### src/rtl/fetch_sequencer.sv
// Fetch sequencer: owns the architectural PC, issues single-cycle IM requests and buffers one
// fetched instruction (or a misaligned-fetch bubble) for the IF/ID stage.
module fetch_sequencer #(
  parameter logic [31:0] RESET_PC   = 32'h0000_3000,
  parameter logic [31:0] EXC_VECTOR = 32'h0000_4180
) (
  input  logic        i_clk,
  input  logic        i_reset,
  input  logic        i_stall,
  input  logic        i_redirect_valid,
  input  logic [31:0] i_redirect_target,
  input  logic        i_exc_req,
  input  logic        i_eret_req,
  input  logic [31:0] i_epc,
  output logic        o_imem_req,
  output logic [31:0] o_imem_addr,
  input  logic        i_imem_ack,
  input  logic [31:0] i_imem_rdata,
  output logic        o_if_valid,
  output logic [31:0] o_if_pc,
  output logic [31:0] o_if_instr,
  output logic        o_if_adel
);

  typedef enum logic [1:0] {
    StIdle  = 2'd0,
    StFetch = 2'd1,
    StErr   = 2'd2
  } state_e;

  state_e      r_state, w_state_d;
  logic [31:0] r_pc, w_pc_d;
  logic        r_if_valid, w_if_valid_d;
  logic [31:0] r_if_pc, w_if_pc_d;
  logic [31:0] r_if_instr, w_if_instr_d;
  logic        r_if_adel, w_if_adel_d;

  logic w_fire;
  logic w_slot_free;
  logic w_aligned;
  logic w_flush;
  logic w_accept;

  assign w_fire      = r_if_valid & ~i_stall;
  assign w_slot_free = ~r_if_valid | w_fire;
  assign w_aligned   = (r_pc[1:0] == 2'b00);
  assign w_flush     = i_exc_req | i_eret_req | i_redirect_valid;

  assign o_imem_req  = (r_state == StFetch) & w_slot_free & w_aligned;
  assign o_imem_addr = r_pc;

  // An ack arriving alongside any PC change belongs to the wrong path and is dropped.
  assign w_accept = o_imem_req & i_imem_ack & ~w_flush;

  always_comb begin
    w_state_d    = r_state;
    w_pc_d       = r_pc;
    w_if_valid_d = r_if_valid & ~w_fire;
    w_if_pc_d    = r_if_pc;
    w_if_instr_d = r_if_instr;
    w_if_adel_d  = r_if_adel;

    unique case (r_state)
      StIdle: w_state_d = StFetch;
      StFetch: begin
        if (w_accept) begin
          w_if_valid_d = 1'b1;
          w_if_pc_d    = r_pc;
          w_if_instr_d = i_imem_rdata;
          w_if_adel_d  = 1'b0;
          w_pc_d       = r_pc + 32'd4;
        end else if (!w_aligned && w_slot_free && !w_flush) begin
          w_if_valid_d = 1'b1;
          w_if_pc_d    = r_pc;
          w_if_instr_d = 32'h0;
          w_if_adel_d  = 1'b1;
          w_state_d    = StErr;
        end
      end
      StErr: ;
      default: w_state_d = StIdle;
    endcase

    // Lowest priority first so later assignments win.
    if (i_redirect_valid) begin
      w_pc_d    = i_redirect_target;
      w_state_d = StFetch;
    end
    if (i_eret_req) begin
      w_pc_d       = i_epc;
      w_if_valid_d = 1'b0;
      w_state_d    = StFetch;
    end
    if (i_exc_req) begin
      w_pc_d       = EXC_VECTOR;
      w_if_valid_d = 1'b0;
      w_state_d    = StFetch;
    end
  end

  always_ff @(posedge i_clk) begin
    if (i_reset) begin
      r_state    <= StIdle;
      r_pc       <= RESET_PC;
      r_if_valid <= 1'b0;
      r_if_pc    <= 32'h0;
      r_if_instr <= 32'h0;
      r_if_adel  <= 1'b0;
    end else begin
      r_state    <= w_state_d;
      r_pc       <= w_pc_d;
      r_if_valid <= w_if_valid_d;
      r_if_pc    <= w_if_pc_d;
      r_if_instr <= w_if_instr_d;
      r_if_adel  <= w_if_adel_d;
    end
  end

  assign o_if_valid = r_if_valid;
  assign o_if_pc    = r_if_pc;
  assign o_if_instr = r_if_instr;
  assign o_if_adel  = r_if_adel;

endmodule

### config.mk
export PLATFORM = sky130hd
export DESIGN_NAME = fetch_sequencer
export DESIGN_NICKNAME = d
export VERILOG_FILES = /design/src/rtl/fetch_sequencer.sv
export SDC_FILE = /design/constraint.sdc
export NUM_CORES = 1
export LEC_CHECK = 0
export CAP_MARGIN = 20
export CELL_PAD_IN_SITES_DETAIL_PLACEMENT = 1
export CELL_PAD_IN_SITES_GLOBAL_PLACEMENT = 2
export CORE_ASPECT_RATIO = 0.9
export CORE_MARGIN = 2
export CORE_UTILIZATION = 26
export CTS_BUF_LIST = sky130_fd_sc_hd__clkbuf_8
export DETAILED_ROUTE_END_ITERATION = 10
export PLACE_DENSITY_LB_ADDON = 0.1
export SLEW_MARGIN = 25
export SYNTH_ARGS = -nofsm -noshare
export SYNTH_HDL_FRONTEND = slang
export SYNTH_SLANG_ARGS = --single-unit
### constraint.sdc
create_clock -name i_clk -period 3.4 [get_ports i_clk]
set_clock_uncertainty 0.1 [all_clocks]
set_input_delay 0.51 -clock i_clk [delete_from_list [all_inputs] [get_ports i_clk]]
set_output_delay 0.51 -clock i_clk [all_outputs]
set_load 0.02 [all_outputs]
==> results_dict.tcl <==
set metrics [dict create \
    drtIter0Drc 260 \
    post-dp-hpwl_um 13360 \
    die_h_um 130.6 \
    root_buffer "clkbuf_8" \
    maxCapViolations 0 \
    fin_tns_setup_ps 0 \
    place_congestion 0.8093 \
    cts.sinks 100 \
    hold_ws_ps 356.5 \
    critPathSlowestCell "clkdlybuf4s50_1" \
    path_max_fanout 4 \
    clk_path_buf_depth 2 \
    status "completed" \
    fillers 2033 \
    timing.fmax_mhz 355.7 \
    path_delay_family "buffers and inverters" \
    fp-row-count 46 \
    grt_pass1_wl_um 27790 \
    setup_ws_ps 588.5 \
    ctsHtreeMaxLevel 3 \
    worstMarginPinSlew_ps 839.1 \
    drcViolationCount 0 \
    slew_viol_final 0 \
    ir_drop_v 0.0001921 \
    yosysWarnings 0 \
    place_area_um2 6899 \
    cpPeakStageDelay_ps 720 \
    grt_max_degree 72 \
    routed_wl_um 18280 \
    p_per_area_nw_per_um2 337.0 \
    syn_area_um2 4633 \
    hp-class "reg2reg" \
    r2r_setup_slack_ps 940 \
    netlist_top_cells_area "dfxtp_1, nand2_1, a21oi_1, a22oi_2, nor2_1" \
    wl_per_cell_um 18.64 \
    finalCritPeriodShare 0.8269 \
    die_area_um2 18900 \
    die_w_um 144.7 \
    grt_use_total 0.1925 \
    insertedDiodeCount 0 \
    design.core.area_um2 17550 \
    syn_area_per_cell_um2 8.424 \
    synth_edf_count 0 \
    yosysTopAreaCell "dfxtp_1" \
    pin_count 202 \
    grt_pass1_vias 4995 \
    final_nets 842 \
    pre_cts_slack_ps 321.9 \
    start_util 0.2639 \
    worstSetupPathType "in2out" \
    numCtsBuffers 9 \
    finalSetupViolations 0 \
    drive_gt1_frac 0.08637 \
    synth_nets 654 \
    clk_transition_reported_paths_ps 100 \
    synth_cell_types 60 \
    crit_path_end_kind "output pin" \
    hold_buffers 0 \
    via_count 4845 \
    cp_cell_sequence "clkdlybuf4s50_1, a21bo_2, nor4_1, clkdlybuf4s50_1" \
    ant_nets 0 \
    viasPerCell 4.939 \
    rsz0062_at_grt "no" \
    worst-path-buf-inv 2 \
    critPathRequiredTime_ps 2790 \
    hold_violations 0 \
    post_cts_buffers 0 \
    ys_seq_area_frac 0.4321 \
    clk_latency_ps 390 \
    relSlewSlack 0.4354 \
    crit_path_frequent_cell "clkdlybuf4s50_1" \
    startpoint_type "input port" \
    syn_inst 550 \
    drtPass1Iterations 4 \
    cts_tree "yes" \
    grt.overflow.total 0 \
    min_period_ps 2812 \
    synth_flop_cell "dfxtp_1" \
    ys_async_sr_fraction 0 \
    io_buffers 201 \
    syn_to_final_growth_pct 52.69 \
    power.leakage_nw 2.354 \
    critPathArrivalTime_ps 2200 \
    antenna_found_initial 0 \
    cts_resized 0 \
    yosys_register_bits 100 \
    yosys.area.top_type_share 0.4321 \
    design_area_um2 7074 \
]
==> synthesized netlist by cell type, drive strengths merged (7+ instances only) <==
cell type    n
xnor2       11
a22oi       41
nor4        12
nand3       10
o21ai       16
nand4        8
buf         18
nor2        52
dfxtp      100
nor3        12
xor2         7
nand2       90
a21oi       59
clkbuf      24
mux2i        7
==> state kept, by name (all words and copies together) (netlist names), named ones only <==
register     flops
r_state          2
o_imem_addr     30
o_if_adel        1
o_if_pc         32
o_if_instr      32
o_if_valid       1
==> cell usage in the layout, fill, tap and decap left out, types with 10 or more instances in the layout <==
cell,synthesis,routed
nand3_1,10,10
a22oi_1,23,23
a22oi_2,18,18
dfxtp_1,100,100
nand2_1,90,90
xnor2_1,11,11
a21oi_1,59,59
clkdlybuf4s50_1,0,200
o21ai_1,11,11
buf_4,1,17
nor2_1,52,51
nor3_1,12,12
clkbuf_8,0,11
==> worst reg2reg max path, delay by kind of cell, from the launching register on <==
family | cells | cell delay (ps)
simple gates | 3 | 1490
compound gates | 1 | 90
flops | 1 | 490
xor+xnor | 1 | 170
==> metal layers <==
metal	global-route usage	vias up	part of all wire
met5	0	-	0
met4	0.04797	0	0.012
met3	0.06050	15	0.073
met2	0.3142	138	0.46
met1	0.2488	2344	0.45
li1	-	2348	-
==> metrics by stage <==
| step | utilization | cells | power (W) |
|---|---|---|---|
| final | 0.4030 | 981 | 0.002384 |
| after global routing | 0.4030 | 981 | 0.002510 |
| after CTS | 0.4030 | 981 | 0.002436 |
| after detailed placement | 0.3930 | 967 | 0.001676 |
| after global placement | 0.3930 | 967 | 0.001671 |
| after floorplan | - | 550 | 0.001430 |
==> report_power, final <==
part	internal [W]	switching [W]	total, W
clock network	0.000300	0.000437	0.000737
logic	0.000216	0.000190	0.000406
registers	0.00120	0.0000438	0.00124
==> logic make-up after synthesis <==
family | Yosys count | synth area share
compound gates | 164 | 0.2498
xor+xnor | 18 | 0.03403
fa+ha+maj | 1 | 0.002700
buf+inv | 50 | 0.04915
flops | 100 | 0.4321
mux | 7 | 0.01512
simple gates | 210 | 0.2171
==> path summary, 6_finish.rpt <==
| path | start | endpoint | depth (start not counted) |
|---|---|---|---|
| hold / removal | o_if_pc[29] | o_if_pc[29] | 2 |
| setup reg to reg | o_imem_addr[6] | o_imem_addr[26] | 5 |
| hold reg to reg | o_if_pc[29] | o_if_pc[29] | 2 |
| setup / recovery | i_stall | o_imem_req | 4 |
==> area by class of cell <==
type / count / area [um^2] / share of cell area
clock buffer: 11 / 151.4 / 0.02140
clock inverter: 3 / 23.77 / 0.003360
sequential: 100 / 2002 / 0.2830
timing repair buffer: 219 / 2155 / 0.3046
multi-input combinational: 400 / 2412 / 0.3410
tap: 240 / 300.3 / 0.04245
inverter: 8 / 30.03 / 0.004245
Note: power is estimated with default switching activity, not from simulation.
